[src/rtl/hog_pkg.sv]
// Shared constants, FSM state type and bin-slice helper for the HOG cell histogram.
package hog_pkg;
  localparam int BIN_NUM      = 9;
  localparam int MAG_W        = 8;
  localparam int PIX_PER_CELL = 64;
  localparam int ACC_W        = 14;
  localparam int IDX_W        = 7;
  localparam int BIN_W        = 4;

  // ACC: collecting pixels; FULL: finished cell parked in acc, waiting for the output slot
  typedef enum logic {ST_ACC = 1'b0, ST_FULL = 1'b1} cellState_t;

  // Extract bin b from a packed histogram (bin b at [b*ACC_W +: ACC_W])
  function automatic logic [ACC_W-1:0] binSlice(input logic [BIN_NUM*ACC_W-1:0] hist, input int b);
    return hist[b*ACC_W +: ACC_W];
  endfunction
endpackage

[src/rtl/hog_bin_acc.sv]
// Bank of per-bin magnitude accumulators with add-at-index and clear.
// oSum is the bank contents with this cycle's add already applied, so the
// owner can capture a finished cell including its last pixel.
module hog_bin_acc #(
  parameter int BIN_NUM = hog_pkg::BIN_NUM,
  parameter int MAG_W   = hog_pkg::MAG_W,
  parameter int ACC_W   = hog_pkg::ACC_W,
  parameter int BIN_W   = hog_pkg::BIN_W
) (
  input  logic                            iClk,
  input  logic                            iRst_n,
  input  logic                            iClr,
  input  logic                            iAdd,
  input  logic [BIN_W-1:0]                iBin,
  input  logic [MAG_W-1:0]                iMag,
  output logic [BIN_NUM-1:0][ACC_W-1:0]   oSum
);
  genvar b;
  generate
    for (b = 0; b < BIN_NUM; b++) begin : g_bin
      logic [ACC_W-1:0] acc;
      logic             hit;

      assign hit     = iAdd && (iBin == BIN_W'(b));
      assign oSum[b] = hit ? acc + ACC_W'(iMag) : acc;

      // Clear wins over add: a clear only coincides with an add when the
      // sum is being captured into the output register this same cycle.
      always_ff @(posedge iClk) begin
        if (!iRst_n || iClr) acc <= '0;
        else if (hit)        acc <= oSum[b];
      end
    end
  endgenerate
endmodule

[src/rtl/hog_cell_histogram.sv]
// Per-cell orientation histogram: accumulates gradient magnitudes into bins
// over PIX_PER_CELL pixels, then presents the cell over valid/ready. The acc
// bank plus the output register give two-deep buffering between cells.
module hog_cell_histogram #(
  parameter int BIN_NUM      = hog_pkg::BIN_NUM,
  parameter int MAG_W        = hog_pkg::MAG_W,
  parameter int PIX_PER_CELL = hog_pkg::PIX_PER_CELL,
  parameter int ACC_W        = hog_pkg::ACC_W,
  parameter int IDX_W        = hog_pkg::IDX_W
) (
  input  logic                       iClk,
  input  logic                       iRst_n,
  input  logic                       iValid,
  output logic                       oReady,
  input  logic [3:0]                 iBin,
  input  logic [MAG_W-1:0]           iMag,
  input  logic [IDX_W-1:0]           iCellIdx,
  output logic                       oValid,
  input  logic                       iReady,
  output logic [BIN_NUM*ACC_W-1:0]   oHist,
  output logic [IDX_W-1:0]           oCellIdx,
  output logic                       oErr
);
  import hog_pkg::*;

  localparam int PCNT_W = (PIX_PER_CELL > 1) ? $clog2(PIX_PER_CELL) : 1;

  cellState_t                    state, stateNext;
  logic [PCNT_W-1:0]             pcnt;
  logic [IDX_W-1:0]              idxAcc, idxCur;
  logic [BIN_NUM-1:0][ACC_W-1:0] sum;
  logic                          pixAcc, histAcc, lastPix, binOk, load;

  assign oReady  = iRst_n && (state == ST_ACC);
  assign pixAcc  = iValid && oReady;
  assign histAcc = oValid && iReady;
  assign lastPix = pixAcc && (pcnt == PCNT_W'(PIX_PER_CELL - 1));
  assign binOk   = iBin < 4'(BIN_NUM);
  // On a single-pixel-in-acc capture the index is still on the input port
  assign idxCur  = (state == ST_ACC && pcnt == '0) ? iCellIdx : idxAcc;

  hog_bin_acc #(
    .BIN_NUM (BIN_NUM),
    .MAG_W   (MAG_W),
    .ACC_W   (ACC_W),
    .BIN_W   (4)
  ) uBinAcc (
    .iClk   (iClk),
    .iRst_n (iRst_n),
    .iClr   (load),
    .iAdd   (pixAcc && binOk),
    .iBin   (iBin),
    .iMag   (iMag),
    .oSum   (sum)
  );

  // State register
  always_ff @(posedge iClk) begin
    if (!iRst_n) state <= ST_ACC;
    else         state <= stateNext;
  end

  // Next state and output-load decision: load when a finished cell can move into a free or draining slot
  always_comb begin
    stateNext = state;
    load      = 1'b0;
    case (state)
      ST_ACC: begin
        if (lastPix) begin
          if (!oValid || histAcc) load      = 1'b1;
          else                    stateNext = ST_FULL;
        end
      end
      ST_FULL: begin
        if (histAcc) begin
          load      = 1'b1;
          stateNext = ST_ACC;
        end
      end
      default: stateNext = ST_ACC;
    endcase
  end

  // Pixel counter and cell index capture; counter parks at the last pixel while FULL
  always_ff @(posedge iClk) begin
    if (!iRst_n) begin
      pcnt   <= '0;
      idxAcc <= '0;
    end else begin
      if (pixAcc && pcnt == '0) idxAcc <= iCellIdx;
      if (load)                 pcnt   <= '0;
      else if (pixAcc && !lastPix) pcnt <= pcnt + 1'b1;
    end
  end

  // Output register: held while oValid && !iReady
  always_ff @(posedge iClk) begin
    if (!iRst_n) begin
      oValid   <= 1'b0;
      oHist    <= '0;
      oCellIdx <= '0;
    end else if (load) begin
      oValid   <= 1'b1;
      oHist    <= sum;
      oCellIdx <= idxCur;
    end else if (histAcc) begin
      oValid   <= 1'b0;
    end
  end

  // Sticky illegal-bin flag
  always_ff @(posedge iClk) begin
    if (!iRst_n)              oErr <= 1'b0;
    else if (pixAcc && !binOk) oErr <= 1'b1;
  end
endmodule
[config.mk]
export PLATFORM = sky130hd
export DESIGN_NAME = hog_cell_histogram
export DESIGN_NICKNAME = d
export VERILOG_FILES = /design/src/rtl/hog_pkg.sv /design/src/rtl/hog_bin_acc.sv /design/src/rtl/hog_cell_histogram.sv
export SDC_FILE = /design/constraint.sdc
export NUM_CORES = 1
export LEC_CHECK = 0
export CAP_MARGIN = 20
export CORE_AREA = 2 2 153 155
export DETAILED_ROUTE_END_ITERATION = 10
export DIE_AREA = 0 0 155 157
export PLACE_DENSITY_LB_ADDON = 0.1
export SLEW_MARGIN = 5
export SYNTH_ARGS = -nofsm -noshare
export SYNTH_HDL_FRONTEND = slang
export SYNTH_SLANG_ARGS = --single-unit
[constraint.sdc]
create_clock -name iClk -period 3.25 [get_ports iClk]
set_input_delay 0.8125 -clock iClk [delete_from_list [all_inputs] [get_ports iClk]]
set_output_delay 0.8125 -clock iClk [all_outputs]
set_load 0.05 [all_outputs]
[Word-level counts from Yosys, hierarchy flattened]
Index checks and enable logic that the tools add are counted.
Storage, ports and cells
  register bits after elaboration: 275
  latch bits: 0
  RAM bits: 0
  ROM bits: 0
  input bits: 23
  output and inout bits: 136
  memories kept: 0
Operators by class
  add/subtract/negate cells: 10
  multipliers: 0
  div/mod/pow operators: 0
  magnitude comparators: 1
  equal/unequal tests: 9
  shift-type cells: 0
  mux-type cells: 20
  bitwise operators: 2
  reduce and logical (&&, ||, !) cells: 28
Operators with widths (count)
  14-bit by 8-bit adder with 14-bit output: 9
  14-bit 2-to-1 mux: 9
  1-bit logical AND: 18
  4-bit by 3-bit equality test with 1-bit output (second input constant): 4
  4-bit by 2-bit equality test with 1-bit output (second input constant): 2
  1-bit 2-to-1 mux: 8
  7-bit 2-to-1 mux: 1
  6-bit by 1-bit adder with 6-bit output (second input constant): 1
  6-bit equality test (second input constant): 1
  6-bit logical NOT: 1
  4-bit by 1-bit equality test with 1-bit output (second input constant): 1
  4-bit equality test (second input constant): 1
  1-bit logical NOT: 4
  4-bit logical NOT: 1
  4-bit < comparator (second input constant): 1
  1-bit case mux with 2 select lines: 2
  1-bit logical OR: 2
  1-bit inverter: 2
  2-bit nonzero test: 1
  2-bit OR reduction: 1

[Logic depth before layout (Yosys ltp)]
Gate-level depths: netlist of the first run.
  depth after elaboration: 7
  gate-level depth with buffers: 9
  gate-level depth less buffers: 8

[Modules after synthesis]
From an unflattened synthesis of the first run, not the netlist that was laid out.
Unflattened totals
  cells, all modules: 1737
  area total of the unflattened synthesis: 14863.0 µm²
By module, submodules not included
  hog_bin_acc: times used 1, cells each 1077, area an instance 8813.5 µm², seq. area each 2522.4 µm²
  hog_cell_histogram: times used 1, cells each 660, area an instance 6049.6 µm², seq. area each 2982.9 µm²

[Least setup slack after synthesis of the first run]
No wires, ideal clock.
  path type: input port to flip-flop
  from: input iMag[0]
  to: register oHist[40]
  arrival: 2.738 ns
  required time: 3.125 ns
  setup slack: 0.387 ns
  cell stages on the path: 8
  path buffers: 0
  cells stage by stage: ha_1 -> fa_1 -> a21oi_1 -> o21ai_0 -> a2111oi_2 -> nor3b_2 -> xnor2_1 -> o2bb2ai_1
On the way
  cells in the longest elaborated chain, start to end: 2
RTL lines
  start, declared: line hog_cell_histogram.sv:16  | input logic [MAG_W-1:0] iMag,
  14-bit by 8-bit adder with 14-bit output: line hog_bin_acc.sv:25  | assign oSum[b] = hit ? acc + ACC_W'(iMag) : acc;
  14-bit 2-to-1 mux: line hog_bin_acc.sv:25
  end signal, assigned: line hog_cell_histogram.sv:104  | oHist <= sum;
  end, declared: line hog_cell_histogram.sv:20  | output logic [BIN_NUM*ACC_W-1:0] oHist,
No other way between the ends.
A chain may end at the register's enable or synchronous reset.

[Worst setup path after layout of the first run]
  from: input iMag[0]
  to: register oHist[26]
Same word-level chain as after synthesis.

==> results.py, run 1 <==
metrics = {
    "setup_path": {
        "cp-start-kind": "primary input",
        "critPathMaxFanout": 6,
        "reg2reg_depth": 9,
        "criticalPathCategory": "in2reg",
        "end_kind": "flip-flop",
        "crit_required_ns": 3.68,
        "cp_data_arrival_time_ns": 3.44,
    },
    "floorplan": {
        "die_w_um": 155,
        "coreArea_mm2": 0.02250,
        "ios": 159,
        "initial_core_util": 0.5547,
        "die_h_um": 157,
        "die_area_mm2": 0.02434,
        "row_count": 55,
    },
    "place": {
        "hpwlAfterDp_um": 21520,
        "gp_congestion": 0.8517,
        "portBuffers": 158,
    },
    "min_path": {
        "hold_path_class": "reg2reg",
        "hold_path_depth": 1,
    },
    "cells_and_area": {
        "drive_gt1_frac": 0.1128,
        "area_growth_pct": 29.70,
        "multi_input_area_mm2": 0.006718,
        "filler_cell_count": 1714,
        "regArea_mm2": 0.005505,
        "final_nets": 1600,
        "fin_util": 0.7195,
    },
    "sta": {
        "hold_viol_final": 0,
        "finalClockSkew_ns": 0.009148,
        "slew_violations": 0,
        "maxSlewHeadroom": 0.5711,
        "fmax_ghz": 0.3323,
        "holdWs_ns": 0.4606,
        "rsz0062_at_grt": "false",
        "setup_tns_ns": 0,
        "post-route-period-util": 0.9261,
        "finalCriticalPeriod_ns": 3.010,
        "setup_viol": 0,
        "tightest_slew_ns": 0.6366,
    },
    "grt": {
        "grt_pass1_vias": 9928,
        "grt_max_degree": 96,
        "grt_use_total": 0.2540,
        "antenna_found_initial": 1,
        "grt_pass1_wl_um": 50320,
        "grt_overflow_total": 0,
    },
    "pwr": {
        "combPwrFrac": 0.061,
        "pwr-share-clk": 0.485,
        "power_density_mw_per_mm2": 461.5,
        "ir_drop_v": 0.0004170,
        "intPower_mw": 5.807,
        "seqPwrFrac": 0.454,
        "switching_share": 0.2228,
        "p_sw_mw": 1.665,
        "leakagePower_nw": 6.259,
    },
    "cts": {
        "cts_hold_buf": 0,
        "cts_buffers": 29,
        "max-clock-path-buffers": 3,
        "clockRootBuffer": "clkbuf_16",
        "clk_pin_slew_ns": 0.06,
        "cts_tree": "built",
        "htreeDepth": 1,
        "cts_setup_buffers": 0,
        "clk_latency_ns": 0.55,
        "ctsResizeCount": 0,
        "clock_sinks": 275,
    },
    "flow_run": {
        "drv_cap": 0,
    },
    "route": {
        "drc": 0,
        "drt-initial-drc-count": 503,
        "antenna_left": 0,
        "wl_um": 30830,
        "avgRoutedWirePerCell_um": 17.11,
        "routed_via_density": 5.652,
        "drtPass1Iterations": 5,
        "vias": 10190,
    },
    "yosys": {
        "netlist_area_mm2": 0.01248,
        "synth_ff_type": "dfxtp_1",
        "syn_area_per_cell_um2": 9.884,
        "synthArstFlopShare": 0,
        "ys_ff_latch": 275,
        "ys_seq_area_frac": 0.4410,
        "synth_cell_types": 68,
        "ys_warn_count": 0,
        "syn_inst": 1263,
        "synth_fp_nets": 1369,
        "synth_edf_count": 0,
    },
    "run_status": {
        "outcome": "finished clean",
    },
}
==> flip-flops by register name, indices dropped and copies added, names as in the netlist <==
name / cells
uBinAcc.g_bin.acc: 126
pcnt: 6
oValid: 1
state: 1
idxAcc: 7
oHist: 126
oErr: 1
oCellIdx: 7
==> final cells by class <==
cell class / instances / area share
clock buffer: 39 / 0.05023
tap: 285 / 0.02202
sequential: 275 / 0.3400
clock inverter: 14 / 0.01461
timing repair buffer: 256 / 0.1546
multi-input combinational: 917 / 0.4149
inverter: 15 / 0.003478
antenna: 1 / 0.0001546
==> synth_stat cells (all sizes together), types with 9 or more instances <==
master,count,share of area
nand4,9,0.0045
nor2,198,0.060
nor3,19,0.010
mux2i,50,0.040
o2bb2ai,126,0.088
ha,74,0.074
inv,15,0.0045
buf,21,0.0086
o21ai,36,0.014
o21bai,11,0.0066
nand3,14,0.0056
dfxtp,275,0.44
a21oi,64,0.026
a211oi,16,0.0096
clkbuf,35,0.011
a21o,13,0.0078
xor2,30,0.021
nand2,39,0.012
fa,9,0.014
and3,12,0.0060
o211ai,13,0.0078
xnor2,78,0.055
==> cell families (layout without fill, tap and decap cells) <==
logic type | after synthesis | count (layout) | synth area share
AND/OR/NAND/NOR | 349 | 349 | 0.1376
AO/OA/AOI/OAI | 325 | 325 | 0.1914
flip-flops | 275 | 275 | 0.4410
XOR/XNOR | 108 | 108 | 0.07577
adder cells (fa/ha/maj) | 83 | 83 | 0.08860
buffers and inverters | 71 | 324 | 0.02365
multiplexers | 52 | 52 | 0.04190
other | 0 | 1 | 0
==> metal layers <==
layer  wire length (um)  global-route usage  up-vias  part of all wire
met5                  0                   0        -                 0
met1              14620              0.3494     4844              0.47
met3               1874             0.04653       49             0.061
met4                705             0.07407        0             0.023
li1                   -                   -     5057                 -
met2              13630              0.4099      235              0.44
==> power by group through the flow <==
stage | clock [mW] | combinational (mW) | sequential, mW
after global placement | 0 | 0.446 | 3.47
after CTS | 3.67 | 0.457 | 3.39
after global routing | 3.79 | 0.500 | 3.39
after detailed placement | 0 | 0.455 | 3.47
after floorplan | 0 | 0.254 | 3.47
final | 3.62 | 0.456 | 3.39
==> cell usage in the layout (no fill, tap or decap), types with 13 or more instances in the layout <==
master	Yosys	layout
a211oi_1	16	16
a21o_1	13	13
a21oi_1	64	64
buf_12	0	15
buf_4	0	84
clkbuf_16	0	29
clkdlybuf4s50_1	0	157
dfxtp_1	275	275
ha_1	74	74
inv_1	15	15
mux2i_1	50	50
nand2_1	39	38
nand3_1	14	14
nor2_1	196	195
nor3_1	15	15
o211ai_1	13	13
o21ai_0	34	34
o2bb2ai_1	126	126
xnor2_1	78	78
xor2_1	30	30
==> worst max-delay path, cell delays in order <==
cell and delay (ns):
clkdlybuf4s50_1 0.40, buf_4 0.19, buf_12 0.14, ha_1 0.22, fa_1 0.40, a21oi_1 0.26, o221ai_1 0.20, o31ai_1 0.29
buf_4 0.18, nor3b_1 0.05, xnor2_1 0.20, o2bb2ai_1 0.10
==> metrics by stage <==
stage	setup slack (ns)	total power, mW	instances	area [um^2]
after floorplan	0.3871	3.722	1263	12480
after global routing	0.08441	7.685	1802	16190
after detailed placement	-0.2917	3.922	1748	15140
final	0.2402	7.471	1802	16190
after global placement	-0.2049	3.913	1748	15140
after CTS	0.2771	7.520	1801	16190
==> path summary, 6_finish.rpt <==
kind,startpoint,end,slack [ns]
max,iMag[0],oHist[26],0.24
min,oHist[76],oHist[76],0.46
max reg2reg,uBinAcc.g_bin[2].acc[0],oHist[38],0.90
min reg2reg,oHist[76],oHist[76],0.46
(Power assumes the default switching activity.)
==> run 2: changes to the inputs <==
==> constraint.sdc (replaced) <==
create_clock -name iClk -period 2.8 [get_ports iClk]
set_input_delay 0.7 -clock iClk [delete_from_list [all_inputs] [get_ports iClk]]
set_output_delay 0.7 -clock iClk [all_outputs]
set_load 0.05 [all_outputs]
==> run 2 against run 1 <==
Compared with the run above:
- critical path depth fell by 1
- sequential power up 16%
- sequential share of layout area is 1.0 points lower
- cell count up 3.8%
- core utilization increased by 2.2 points
- flip-flop and latch count unchanged
- global-route usage increased by 0.78 points
- cell area grew 3.1%
- combinational power increased by 32%
- via count grew 2.2%
- register-to-register slack got worse by 0.38 ns
- routed wire length rose by 4.5%
- critical path type unchanged
- largest cell class unchanged
- largest power group is now registers
==> results.py, run 2 (same netlist as run 1, synthesis figures left out) <==
metrics = {
    "run_status": {
        "outcome": "finished clean",
    },
    "setup_path": {
        "cp-start-kind": "primary input",
        "end_kind": "flip-flop",
        "slowest_stage": "fa_1",
        "critPathMaxFanout": 8,
        "cp_data_arrival_time_ns": 3.17,
        "crit_buf_inv": 3,
        "crit_required_ns": 3.22,
        "critical-path-top-delay-family": "buffers and inverters",
        "crit_chain": "clkdlybuf4s50_1, buf_6, ha_1, fa_1, a21oi_2, o21ai_1, a2111oi_2, buf_4, nor4_2, xnor2_1, o2bb2ai_1",
        "cpPeakStageDelay_ns": 0.42,
        "criticalPathCategory": "in2reg",
        "r2r_slack_ns": 0.52,
    },
    "pwr": {
        "combPwrFrac": 0.073,
        "leakagePower_nw": 6.560,
        "power_density_mw_per_mm2": 491.8,
        "p_sw_mw": 1.864,
        "intPower_mw": 6.341,
        "seqPwrFrac": 0.480,
        "ir_drop_v": 0.0004916,
        "switching_share": 0.2272,
        "pwr-share-clk": 0.447,
    },
    "sta": {
        "tightest_slew_ns": 0.6225,
        "setup_viol": 0,
        "slew_violations": 0,
        "finalClockSkew_ns": 0.01167,
        "finalCriticalPeriod_ns": 2.744,
        "fmax_ghz": 0.3644,
        "maxSlewHeadroom": 0.5837,
        "hold_viol_final": 0,
        "post-route-period-util": 0.9800,
        "setup_tns_ns": 0,
    },
    "route": {
        "routed_via_density": 5.566,
        "drtPass1Iterations": 5,
        "antenna_left": 0,
        "vias": 10410,
        "drt-initial-drc-count": 409,
        "drc": 0,
        "wl_um": 32220,
        "avgRoutedWirePerCell_um": 17.23,
    },
    "cts": {
        "cts_tree": "built",
        "cts_buffers": 28,
        "clk_latency_ns": 0.54,
        "clk_pin_slew_ns": 0.06,
        "max-clock-path-buffers": 3,
        "clock_sinks": 275,
        "clockRootBuffer": "clkbuf_16",
        "cts_hold_buf": 0,
        "htreeDepth": 1,
    },
    "place": {
        "portBuffers": 158,
        "gp_congestion": 0.8574,
        "hpwlAfterDp_um": 23000,
    },
    "cells_and_area": {
        "regArea_mm2": 0.005505,
        "drive_gt1_frac": 0.1615,
        "final_nets": 1670,
        "layout_commonest_cell": "dfxtp_1",
        "n_antenna_cell": 0,
        "area_growth_pct": 33.66,
        "final_cell_mix": "275 x dfxtp_1, 195 x nor2_1, 157 x clkdlybuf4s50_1",
        "filler_cell_count": 1654,
        "reg_top3": "oHist (126), uBinAcc.g_bin.acc (126)",
        "fin_util": 0.7415,
        "multi_input_area_mm2": 0.006808,
    },
    "grt": {
        "grt_overflow_total": 0,
        "antenna_found_initial": 0,
        "grt_pass1_wl_um": 51820,
        "grt_pass1_vias": 10340,
        "grt_use_total": 0.2618,
        "grt_max_degree": 67,
    },
    "floorplan": {
        "ios": 159,
        "die_w_um": 155,
        "die_h_um": 157,
        "row_count": 55,
        "initial_core_util": 0.5547,
        "die_area_mm2": 0.02434,
        "coreArea_mm2": 0.02250,
    },
    "flow_run": {
        "drv_cap": 0,
    },
    "min_path": {
        "hold_path_class": "reg2reg",
    },
}
==> run 2: changes by cell type in the layout (fill, tap and decap cells not counted), sizes merged <==
cell / change
diode: -1
bufinv: -5
clkinvlp: -1
buf: +71
clkinv: +1
clkbuf: +3
==> run 2: repair_timing <==
item | in CTS | in global routing
pin swaps | 3 | 9
endpoints found under the setup margin | 5 | 53
gates resized for setup | 1 | 24
setup buffers | 0 | 0
==> run 2: path summary, 6_finish.rpt <==
check | start | end | cells after the start
setup / recovery | iMag[0] | oHist[52] | 11
hold / removal | oHist[67] | oHist[67] | 1
setup reg to reg | uBinAcc.g_bin[3].acc[0] | oHist[52] | 9
hold reg to reg | oHist[67] | oHist[67] | 1
==> run 2: power by group through the flow <==
stage / clock [mW] / combinational [mW] / sequential (mW)
CTS: 3.72 / 0.592 / 3.94
global route: 3.88 / 0.652 / 3.94
detailed placement: 0 / 0.587 / 4.02
floorplan: 0 / 0.295 / 4.02
global placement: 0 / 0.576 / 4.02
finish: 3.67 / 0.601 / 3.94
==> run 2: metrics by stage <==
stage / hold WS, ns / cell area, um^2 / std cells / power, mW / setup WS (ns)
after global routing: 0.4752 / 16680 / 1870 / 8.467 / -0.003773
after detailed placement: 0.4453 / 15680 / 1819 / 4.611 / -0.5733
after CTS: 0.4650 / 16590 / 1870 / 8.255 / 0.003952
after global placement: 0.4424 / 15680 / 1819 / 4.600 / -0.5133
after floorplan: 0.4596 / 12480 / 1263 / 4.320 / 0.04963
final: 0.4570 / 16680 / 1870 / 8.205 / 0.05613
==> run 2: layout make-up <==
| cell class | instances | share of cell area |
|---|---|---|
| well taps | 285 | 0.02137 |
| repair buffers | 327 | 0.1829 |
| inverters | 15 | 0.003375 |
| clock inverters | 9 | 0.004349 |
| clock buffers | 42 | 0.05002 |
| flip-flops and latches | 275 | 0.3300 |
| multi-input cells | 917 | 0.4080 |
==> run 2: layer usage <==
metal / track usage / wire length, um / vias to the layer above
met5: 0 / 0 / -
li1: - / - / 5186
met1: 0.3491 / 14830 / 4955
met3: 0.05259 / 1755 / 56
met4: 0.07099 / 798 / 0
met2: 0.4349 / 14840 / 212
==> run 3: changes to the inputs <==
--- a/config.mk
+++ b/config.mk
@@ -6,11 +6,12 @@
 export NUM_CORES = 1
 export LEC_CHECK = 0
 export CAP_MARGIN = 20
-export CORE_AREA = 2 2 153 155
+export CORE_AREA = 2 2 140 169
 export DETAILED_ROUTE_END_ITERATION = 10
-export DIE_AREA = 0 0 155 157
+export DIE_AREA = 0 0 142 171
 export PLACE_DENSITY_LB_ADDON = 0.1
 export SLEW_MARGIN = 5
 export SYNTH_ARGS = -nofsm -noshare
 export SYNTH_HDL_FRONTEND = slang
 export SYNTH_SLANG_ARGS = --single-unit
+export TNS_END_PERCENT = 50
==> run 3 against run 2 <==
Compared with the run above:
- power up 2.5%
- clock power up 5.7%
- worst hold slack better by 0.0023 ns
- clock skew about the same
- first-iteration DRC count down 4.4%
- die area down 0.22%
- sequential share of layout area down 0.081 points
- largest cell class unchanged
- highest routed layer unchanged
==> results.py, run 3 (same netlist as run 1, synthesis figures left out) <==
metrics = {
    "route": {
        "drt-initial-drc-count": 391,
        "vias": 10430,
        "routed_via_density": 5.569,
        "drc": 0,
        "antenna_left": 0,
        "drtPass1Iterations": 4,
        "wl_um": 31470,
        "avgRoutedWirePerCell_um": 16.81,
    },
    "cts": {
        "max-clock-path-buffers": 3,
        "clk_latency_ns": 0.55,
        "clockRootBuffer": "clkbuf_16",
        "htreeDepth": 1,
        "clk_pin_slew_ns": 0.06,
        "clock_sinks": 275,
        "cts_hold_buf": 0,
        "cts_buffers": 28,
        "cts_tree": "built",
    },
    "place": {
        "portBuffers": 158,
        "pre_cts_ws_ns": -0.5944,
        "hpwlAfterDp_um": 22080,
        "gp_congestion": 0.8812,
        "dp_cells": 1819,
        "placed_cell_area_mm2": 0.01564,
    },
    "grt": {
        "grt_util_met2": 0.4524,
        "grt_use_total": 0.2589,
        "use_met3": 0.04674,
        "busiest_layer": "met2",
        "grt_pass1_wl_um": 51310,
        "antenna_found_initial": 1,
        "grt_pass1_vias": 10490,
        "grt_max_degree": 105,
        "met1_usage": 0.3250,
        "grt_overflow_total": 0,
    },
    "sta": {
        "maxSlewHeadroom": 0.4317,
        "finalClockSkew_ns": 0.01186,
        "setup_tns_ns": 0,
        "finalCriticalPeriod_ns": 2.711,
        "fin_ws_ns": 0.08878,
        "tightest_slew_ns": 0.8504,
        "fmax_ghz": 0.3688,
        "setup_viol": 0,
        "slew_violations": 0,
        "post-route-period-util": 0.9683,
        "hold_viol_final": 0,
    },
    "floorplan": {
        "die_h_um": 171,
        "ios": 159,
        "initial_core_util": 0.5470,
        "coreArea_mm2": 0.02282,
        "die_area_mm2": 0.02428,
        "die_w_um": 142,
        "row_count": 61,
    },
    "pwr": {
        "power_density_mw_per_mm2": 502.8,
        "ir_drop_v": 0.0004418,
        "power.total_mw": 8.410,
        "leakagePower_nw": 6.585,
    },
    "flow_run": {
        "drv_cap": 0,
    },
    "setup_path": {
        "cp_data_arrival_time_ns": 3.12,
        "reg2reg_depth": 8,
        "end_kind": "flip-flop",
        "crit_required_ns": 3.21,
        "cp-endpoint": "oHist[68]",
        "criticalPathCategory": "in2reg",
        "crit_start": "iMag[0]",
        "critPathMaxFanout": 8,
        "worstReg2RegStart": "pcnt[0]",
        "r2r_end": "oHist[35]",
        "r2r_slack_ns": 0.36,
        "cp-start-kind": "primary input",
    },
    "cells_and_area": {
        "stdcell_area_mm2": 0.01673,
        "fin_cells": 1872,
        "layout_commonest_cell": "dfxtp_1",
        "final_cell_mix": "275 x dfxtp_1, 195 x nor2_1, 161 x buf_4",
        "filler_cell_count": 1727,
        "final_nets": 1673,
        "drive_gt1_frac": 0.1694,
        "reg_top3": "oHist (126), uBinAcc.g_bin.acc (126)",
        "area_growth_pct": 33.99,
    },
    "run_status": {
        "outcome": "finished clean",
    },
    "min_path": {
        "hold_path_class": "reg2reg",
    },
}
run 3: worst min path at each step:
stage / from / end / slack, ns / cells after the start
detailed placement: oHist[20] / oHist[20] / 0.45 / 1
CTS: oHist[33] / oHist[33] / 0.46 / 1
floorplan: idxAcc[0] / idxAcc[0] / 0.46 / 2
finish: oHist[33] / oHist[33] / 0.46 / 1
global placement: oHist[91] / oHist[91] / 0.44 / 1
global route: oHist[65] / oHist[65] / 0.47 / 1
run 3: layer usage:
metal | share of wire | vias to the layer above
li1 | - | 5193
met5 | 0 | -
met3 | 0.049 | 53
met2 | 0.48 | 212
met1 | 0.45 | 4967
met4 | 0.027 | 0
run 3: report_power, final:
group / switching (mW) / internal (mW) / total (mW)
sequential: 0.00981 / 3.93 / 3.94
combinational: 0.322 / 0.267 / 0.589
clock: 1.56 / 2.32 / 3.88
total: 1.89 / 6.52 / 8.41
run 3: per-stage QoR:
| step | utilization | hold WS [ns] |
|---|---|---|
| finish | 0.7329 | 0.4593 |
| global route | 0.7328 | 0.4749 |
| CTS | 0.7278 | 0.4637 |
| detailed placement | 0.6853 | 0.4452 |
| global placement | 0.6853 | 0.4426 |
| floorplan | - | 0.4596 |
run 3: timing repair:
action / CTS / global route
pin swaps: 1 / 11
buffers inserted: 0 / 1
gates resized for setup: 3 / 25
setup endpoints to repair: 7 / 57
run 3: layout make-up:
class / instances / area (um^2) / share of cell area
diodes: 1 / 2.502 / 0.0001496
clock buffers: 38 / 819.5 / 0.04900
clock inverters: 13 / 146.4 / 0.008752
inverters: 15 / 56.30 / 0.003366
multi-input cells: 917 / 6830 / 0.4084
flip-flops and latches: 275 / 5505 / 0.3291
well taps: 283 / 354.1 / 0.02117
repair buffers: 330 / 3012 / 0.1801
run 3: worst max-delay path, cell delays in order:
cell and delay [ns]:
clkdlybuf4s50_1 0.41, buf_6 0.16, ha_1 0.23, fa_2 0.37
a21oi_2 0.16, o21ai_1 0.13, a2111oi_2 0.40, buf_4 0.18
nor3_1 0.05, xnor2_1 0.22, o2bb2ai_1 0.10
